--- config.mk ---
export PLATFORM = sky130hd
export DESIGN_NAME = bus_arbiter_flat
export DESIGN_NICKNAME = d
export VERILOG_FILES = /design/src/rtl/bus_arbiter.sv /design/src/rtl/bus_arbiter_if.sv /design/src/flat_wrapper.sv
export SDC_FILE = /design/constraint.sdc
export NUM_CORES = 1
export LEC_CHECK = 0
export ABC_CLOCK_PERIOD_IN_PS = 2100
export CAP_MARGIN = 20
export CORE_AREA = 2 2 166 168
export DETAILED_ROUTE_END_ITERATION = 12
export DIE_AREA = 0 0 168 170
export PLACE_DENSITY_LB_ADDON = 0.15
export SYNTH_ARGS = -nofsm -noshare
export SYNTH_HDL_FRONTEND = slang
export SYNTH_SLANG_ARGS = --single-unit
--- constraint.sdc ---
create_clock -name clk -period 2.1 [get_ports clk]
set_input_delay 0.315 -clock clk [delete_from_list [all_inputs] [get_ports clk]]
set_output_delay 0.315 -clock clk [all_outputs]
set_load 0.02 [all_outputs]
--- src/rtl/bus_arbiter.sv ---
// bus_arbiter: shares one downstream Bus_if between the fetch port (m0) and the data port (m1).
// Latency: request in an IDLE cycle t is on ds in t+1; zero-wait access completes in t+1.
// Backpressure: owner sees ds.stall directly; any other requester is held with stall=1.
//
// Ports
//   clk  : Clock_t bundle; clk.base is the clock, clk.rst a synchronous active-high reset
//   m0   : Bus_if.slave, instruction fetch requester
//   m1   : Bus_if.slave, data requester
//   ds   : Bus_if.master, downstream toward the address decoder
//
// Parameters
//   ROUND_ROBIN : 1 = ties alternate between masters, 0 = master 1 always wins a tie

package bus_arbiter_pkg;
    typedef struct packed {
        logic base;
        logic rst;
    } Clock_t;
endpackage

module bus_arbiter
    import bus_arbiter_pkg::*;
#(
    parameter int unsigned ROUND_ROBIN = 1
) (
    input  Clock_t      clk,
    Bus_if.slave        m0,
    Bus_if.slave        m1,
    Bus_if.master       ds
);

    typedef enum logic [1:0] {
        ST_IDLE  = 2'd0,
        ST_BUSY0 = 2'd1,
        ST_BUSY1 = 2'd2
    } owner_t;

    owner_t      r_owner;
    owner_t      w_owner_nxt;
    owner_t      w_owner_eff;
    logic        r_last;
    logic        w_last_nxt;

    logic        w_req0;
    logic        w_req1;
    logic        w_tie_pick1;

    logic        w_ds_read;
    logic        w_ds_write;
    logic [31:0] w_ds_address;
    logic [31:0] w_ds_data_wr;
    logic [3:0]  w_ds_mask;
    logic        w_m0_stall;
    logic        w_m1_stall;
    logic [31:0] w_m0_data_rd;
    logic [31:0] w_m0_data_rd_2;
    logic [31:0] w_m1_data_rd;
    logic [31:0] w_m1_data_rd_2;

    assign w_req0 = m0.read | m0.write;
    assign w_req1 = m1.read | m1.write;

    // On a tie: round-robin hands the bus to whoever did not have it last,
    // fixed priority always favours the data port.
    assign w_tie_pick1 = (ROUND_ROBIN != 0) ? ~r_last : 1'b1;

    // ---------------------------------------------------------------
    // State register. last resets to 1 so that m0 wins the first tie.
    // ---------------------------------------------------------------
    always_ff @(posedge clk.base) begin
        if (clk.rst) begin
            r_owner <= ST_IDLE;
            r_last  <= 1'b1;
        end else begin
            r_owner <= w_owner_nxt;
            r_last  <= w_last_nxt;
        end
    end

    // ---------------------------------------------------------------
    // Next-state logic. Grants are only made from IDLE, so ownership
    // can never hop directly from one master to the other.
    // ---------------------------------------------------------------
    always_comb begin
        w_owner_nxt = r_owner;
        w_last_nxt  = r_last;
        case (r_owner)
            ST_IDLE: begin
                if (w_req0 && w_req1) begin
                    w_owner_nxt = w_tie_pick1 ? ST_BUSY1 : ST_BUSY0;
                    w_last_nxt  = w_tie_pick1;
                end else if (w_req0) begin
                    w_owner_nxt = ST_BUSY0;
                    w_last_nxt  = 1'b0;
                end else if (w_req1) begin
                    w_owner_nxt = ST_BUSY1;
                    w_last_nxt  = 1'b1;
                end
            end
            // Release on completion, or when the owner withdraws its request
            // (abort); in the abort case ds.read/write already follow the
            // dropped strobes, so nothing reaches the slave.
            ST_BUSY0: begin
                if (!w_req0 || !ds.stall) begin
                    w_owner_nxt = ST_IDLE;
                end
            end
            ST_BUSY1: begin
                if (!w_req1 || !ds.stall) begin
                    w_owner_nxt = ST_IDLE;
                end
            end
            default: begin
                w_owner_nxt = ST_IDLE;
            end
        endcase
    end

    // While reset is held the outputs already behave as IDLE, so a
    // transaction caught by reset is withdrawn from ds immediately.
    assign w_owner_eff = clk.rst ? ST_IDLE : r_owner;

    // ---------------------------------------------------------------
    // Output steering: purely combinational from owner and the owner's
    // request. Non-owners get stall=req and zero read data.
    // ---------------------------------------------------------------
    always_comb begin
        w_ds_read      = 1'b0;
        w_ds_write     = 1'b0;
        w_ds_address   = '0;
        w_ds_data_wr   = '0;
        w_ds_mask      = '0;
        w_m0_stall     = w_req0;
        w_m1_stall     = w_req1;
        w_m0_data_rd   = '0;
        w_m0_data_rd_2 = '0;
        w_m1_data_rd   = '0;
        w_m1_data_rd_2 = '0;
        case (w_owner_eff)
            ST_BUSY0: begin
                w_ds_read      = m0.read;
                w_ds_write     = m0.write;
                w_ds_address   = m0.address;
                w_ds_data_wr   = m0.data_wr;
                w_ds_mask      = m0.mask;
                w_m0_stall     = ds.stall;
                w_m0_data_rd   = ds.data_rd;
                w_m0_data_rd_2 = ds.data_rd_2;
            end
            ST_BUSY1: begin
                w_ds_read      = m1.read;
                w_ds_write     = m1.write;
                w_ds_address   = m1.address;
                w_ds_data_wr   = m1.data_wr;
                w_ds_mask      = m1.mask;
                w_m1_stall     = ds.stall;
                w_m1_data_rd   = ds.data_rd;
                w_m1_data_rd_2 = ds.data_rd_2;
            end
            default: begin
            end
        endcase
    end

    assign ds.read      = w_ds_read;
    assign ds.write     = w_ds_write;
    assign ds.address   = w_ds_address;
    assign ds.data_wr   = w_ds_data_wr;
    assign ds.mask      = w_ds_mask;

    assign m0.stall     = w_m0_stall;
    assign m0.data_rd   = w_m0_data_rd;
    assign m0.data_rd_2 = w_m0_data_rd_2;
    assign m1.stall     = w_m1_stall;
    assign m1.data_rd   = w_m1_data_rd;
    assign m1.data_rd_2 = w_m1_data_rd_2;

    // Interrupts are a broadcast, independent of who owns the bus.
    assign m0.interrupt = ds.interrupt;
    assign m1.interrupt = ds.interrupt;

endmodule

--- src/rtl/bus_arbiter_if.sv ---
// Bus_if: one CPU-style system bus port (request, write payload, read return, interrupts).
// Latency: none; this is just a bundle of wires.
// Backpressure: the slave side drives stall; a master holds its request until stall is low.
//
// Signals
//   read, write   : request strobes from the master
//   address       : byte address of the access
//   data_wr, mask : write payload and byte-lane enables
//   stall         : slave is not done; master must hold the request
//   data_rd       : primary read return, valid in the completing cycle
//   data_rd_2     : secondary read return, same timing as data_rd
//   interrupt     : interrupt lines broadcast from the slave side
interface Bus_if;
    logic        read;
    logic        write;
    logic [31:0] address;
    logic [31:0] data_wr;
    logic [3:0]  mask;
    logic        stall;
    logic [31:0] data_rd;
    logic [31:0] data_rd_2;
    logic [5:0]  interrupt;

    modport master (
        output read, write, address, data_wr, mask,
        input  stall, data_rd, data_rd_2, interrupt
    );

    modport slave (
        input  read, write, address, data_wr, mask,
        output stall, data_rd, data_rd_2, interrupt
    );
endinterface

--- src/flat_wrapper.sv ---
// flat-port wrapper written by rule: the top's interface ports become plain ports
module bus_arbiter_flat import bus_arbiter_pkg::*;
#(
    parameter int unsigned ROUND_ROBIN = 1
)
  (clk, m0_read, m0_write, m0_address, m0_data_wr, m0_mask, m0_stall, m0_data_rd, m0_data_rd_2, m0_interrupt, m1_read, m1_write, m1_address, m1_data_wr, m1_mask, m1_stall, m1_data_rd, m1_data_rd_2, m1_interrupt, ds_read, ds_write, ds_address, ds_data_wr, ds_mask, ds_stall, ds_data_rd, ds_data_rd_2, ds_interrupt);
  Bus_if m0_i ();
  Bus_if m1_i ();
  Bus_if ds_i ();
  input  Clock_t clk;
  input wire logic [$bits(m0_i.read)-1:0] m0_read;
  input wire logic [$bits(m0_i.write)-1:0] m0_write;
  input wire logic [$bits(m0_i.address)-1:0] m0_address;
  input wire logic [$bits(m0_i.data_wr)-1:0] m0_data_wr;
  input wire logic [$bits(m0_i.mask)-1:0] m0_mask;
  output wire logic [$bits(m0_i.stall)-1:0] m0_stall;
  output wire logic [$bits(m0_i.data_rd)-1:0] m0_data_rd;
  output wire logic [$bits(m0_i.data_rd_2)-1:0] m0_data_rd_2;
  output wire logic [$bits(m0_i.interrupt)-1:0] m0_interrupt;
  input wire logic [$bits(m1_i.read)-1:0] m1_read;
  input wire logic [$bits(m1_i.write)-1:0] m1_write;
  input wire logic [$bits(m1_i.address)-1:0] m1_address;
  input wire logic [$bits(m1_i.data_wr)-1:0] m1_data_wr;
  input wire logic [$bits(m1_i.mask)-1:0] m1_mask;
  output wire logic [$bits(m1_i.stall)-1:0] m1_stall;
  output wire logic [$bits(m1_i.data_rd)-1:0] m1_data_rd;
  output wire logic [$bits(m1_i.data_rd_2)-1:0] m1_data_rd_2;
  output wire logic [$bits(m1_i.interrupt)-1:0] m1_interrupt;
  output wire logic [$bits(ds_i.read)-1:0] ds_read;
  output wire logic [$bits(ds_i.write)-1:0] ds_write;
  output wire logic [$bits(ds_i.address)-1:0] ds_address;
  output wire logic [$bits(ds_i.data_wr)-1:0] ds_data_wr;
  output wire logic [$bits(ds_i.mask)-1:0] ds_mask;
  input wire logic [$bits(ds_i.stall)-1:0] ds_stall;
  input wire logic [$bits(ds_i.data_rd)-1:0] ds_data_rd;
  input wire logic [$bits(ds_i.data_rd_2)-1:0] ds_data_rd_2;
  input wire logic [$bits(ds_i.interrupt)-1:0] ds_interrupt;
  assign m0_i.read = m0_read;
  assign m0_i.write = m0_write;
  assign m0_i.address = m0_address;
  assign m0_i.data_wr = m0_data_wr;
  assign m0_i.mask = m0_mask;
  assign m0_stall = m0_i.stall;
  assign m0_data_rd = m0_i.data_rd;
  assign m0_data_rd_2 = m0_i.data_rd_2;
  assign m0_interrupt = m0_i.interrupt;
  assign m1_i.read = m1_read;
  assign m1_i.write = m1_write;
  assign m1_i.address = m1_address;
  assign m1_i.data_wr = m1_data_wr;
  assign m1_i.mask = m1_mask;
  assign m1_stall = m1_i.stall;
  assign m1_data_rd = m1_i.data_rd;
  assign m1_data_rd_2 = m1_i.data_rd_2;
  assign m1_interrupt = m1_i.interrupt;
  assign ds_read = ds_i.read;
  assign ds_write = ds_i.write;
  assign ds_address = ds_i.address;
  assign ds_data_wr = ds_i.data_wr;
  assign ds_mask = ds_i.mask;
  assign ds_i.stall = ds_stall;
  assign ds_i.data_rd = ds_data_rd;
  assign ds_i.data_rd_2 = ds_data_rd_2;
  assign ds_i.interrupt = ds_interrupt;
  bus_arbiter #(.ROUND_ROBIN(ROUND_ROBIN)) u_core (.clk(clk), .m0(m0_i), .m1(m1_i), .ds(ds_i));
endmodule
==> flow_metrics.tcl <==
set metrics [dict create \
    status "finished, violations left" \
    violations "negative setup slack" \
    place_congestion 0.697 \
    cp_max_fo 8 \
    synth_top_area_share_pct 35.2 \
    synthAdderAreaFrac_pct 1.65 \
    dp.cells 1042 \
    synth-seq-area-share_pct 2.64 \
    synth_top_family_by_area "simple AND/OR/NAND/NOR gates" \
    synth_xor_area_share_pct 0 \
    cts_tree "built" \
    p_leak_nw 4.02 \
    grt-ovfl-total 0 \
    die_area_um2 28600 \
    coreArea_um2 26700 \
    worst_clock_skew_ps 1.67 \
    grt_pass1_wl_um 32300 \
    post-route-drc-count 0 \
    cp.required_ps 1780 \
    finalPower_mw 11.8 \
    postSynthAreaPerCell_um2 6.61 \
    syn_area_um2 2270 \
    ys_ff_latch 3 \
    drt_first_pass_iters 4 \
    grt_pass1_vias 7801 \
    start_util_pct 8.53 \
    finalSetupViolations 202 \
    detail-route-antenna-nets 0 \
    slew_headroom_pct 82.3 \
    synthDistinctLibCells 24 \
    synthesis.nets 560 \
    routed_wl_um 23900 \
    layout_setup_ws_ps -786 \
    synth_area_leaders "and2_1 35%, a22oi_2 17%, a22oi_1 13%" \
    vias 5095 \
    cp-end-kind "primary output" \
    muxShareOfSynthArea_pct 0.440 \
    die_h_um 170 \
    synth_top_area_cell "and2_1" \
    critPathLaunchType "clock port" \
    postCtsHoldBufs 0 \
    ir_worst_vdd_uv 463 \
    tightest_slew_ps 265 \
    area_growth_pct 332 \
    io_pins 425 \
    vias_per_cell 4.30 \
    cp-startpoint "clk[0]" \
    finalHoldViolations 0 \
    instances_no_fill 1186 \
    maxCapViolCount 0 \
    post_drt_wl_per_cell_um 20.2 \
    ys_warn_count 0 \
    die_x_um 168 \
    rsz0062_at_grt "yes" \
    clkTransAtPathRegs_ps 30 \
    drive_gt1_share_pct 69.7 \
    yosys.area_share.simple_pct 49.3 \
    synthCells 344 \
    clk-insertion-delay-late_ps 230 \
    drtIter0Drc 111 \
    antenna_cells 0 \
    crit_path_end "ds_data_wr[5]" \
    synth-compound-area-share_pct 31.6 \
    port_buffers 405 \
    row_count 60 \
    grt_antenna_before_repair 0 \
    rr_worst_depth 4 \
    dp.final_hpwl_um 12800 \
    critical_path_class "clock port to primary output" \
    grt_max_degree 19 \
    worstPathArrival_ps 2570 \
    slew_violations 0 \
    reg2reg_from "u_core.r_owner[1]" \
    p_per_area_nw_per_um2 1200 \
    finalNetCount 1046 \
    hold_path.class "clock port to register" \
    rr_endpoint "u_core.r_last" \
    track_usage_pct 15.5 \
    rrSetupSlack_ps 990 \
]
worst min-delay path by stage:
stage / startpoint / endpoint / slack, ps / cells past startpoint
global placement: clk[0] / u_core.r_owner[1] / 80 / 1
CTS: clk[0] / u_core.r_owner[0] / 120 / 3
finish: clk[0] / u_core.r_owner[0] / 110 / 3
floorplan: clk[0] / u_core.r_owner[1] / 80 / 1
global route: clk[0] / u_core.r_owner[0] / 120 / 3
detailed placement: clk[0] / u_core.r_owner[1] / 80 / 1
report_power, final:
part | switching, mW | internal, mW
clock network | 4.96 | 6.22
registers | 0.0290 | 0.0923
logic | 0.144 | 0.374
stage by stage:
step                hold slack (ps)  utilization, %  TNS (ps)  area (µm²)  worst slack [ps]
floorplan                      78.7               -    -25290        2960              -293
global placement               78.7            26.3   -262410        7010             -1550
detailed placement             78.7            26.3   -262410        7010             -1550
CTS                             119            35.8   -140140        9540              -837
global route                    125            36.9   -140730        9830              -853
finish                          111            36.9   -129470        9830              -786
critical path, stage by stage:
cell and delay, ps:
clkbuf_16 130, nand2b_4 170, clkbuf_16 160, clkbuf_16 140, clkinv_4 40, ha_4 160, buf_12 140, buf_12 130
buf_16 140, a22oi_2 70, nor2_1 90, buf_4 150
layout make-up:
type | count | area [µm²]
Tap cell | 341 | 427
Timing Repair Buffer | 207 | 2070
Multi-Input combinational cell | 288 | 2660
Clock inverter | 20 | 253
Clock buffer | 326 | 4360
Sequential cell | 3 | 65.1
Inverter | 1 | 3.75
Fill cell | 2715 | 16800
synth_stat cells (all sizes together):
cell type and number:
nor3 3, nor4 1, and2 128, clkbuf 18, buf 32, inv 3, ha 3, dfxtp 3
o21ai 1, or3 1, nand2b 1, a2111oi 1, a22oi 70, a21oi 3, o21bai 1, nor2b 1
mux2i 1, nor4b 1, nor2 72
cell usage in the layout, fill, tap and decap left out, drive strengths merged:
cell type / count
clkbuf: 34
and2: 128
o21ai: 1
nand2b: 1
nor2b: 1
inv: 15
dfxtp: 3
nor2: 72
ha: 3
nor4: 1
buf: 293
a21oi: 3
mux2i: 1
clkinv: 5
clkinvlp: 1
o21bai: 1
a2111oi: 1
clkdlybuf4s50: 205
or3: 1
nor4b: 1
nor3: 3
a22oi: 70
bufbuf: 1
what timing repair did:
action / 4_1_cts / 5_1_grt
cloned: 22 / 4
setup buffers: 61 / 24
resized for setup: 1177 / 134
pin swaps: 56 / 28
setup endpoints to repair: 202 / 202
registers in the layout, indices dropped and copies added, names as in the netlist:
signal	cells
u_core.r_owner	2
u_core.r_last	1
cells by family (layout without fill, tap and decap cells):
group                      Yosys count  after routing
and+or+nand+nor                    208            208
AOI/OAI and AO/OA                   76             76
buffers and inverters               53            554
adders and majority gates            3              3
DFF                                  3              3
muxes                                1              1
per-layer routing:
| layer | global-route usage [%] | share of wire (%) | vias to the layer above | routed length (µm) |
|---|---|---|---|---|
| li1 | - | - | 2141 | - |
| met1 | 4.08 | 18 | 1947 | 4310 |
| met2 | 15.0 | 40 | 698 | 9530 |
| met3 | 22.5 | 24 | 307 | 5780 |
| met4 | 39.0 | 18 | 2 | 4250 |
| met5 | 0.522 | 0.17 | - | 40 |
(Power assumes the default switching activity.)
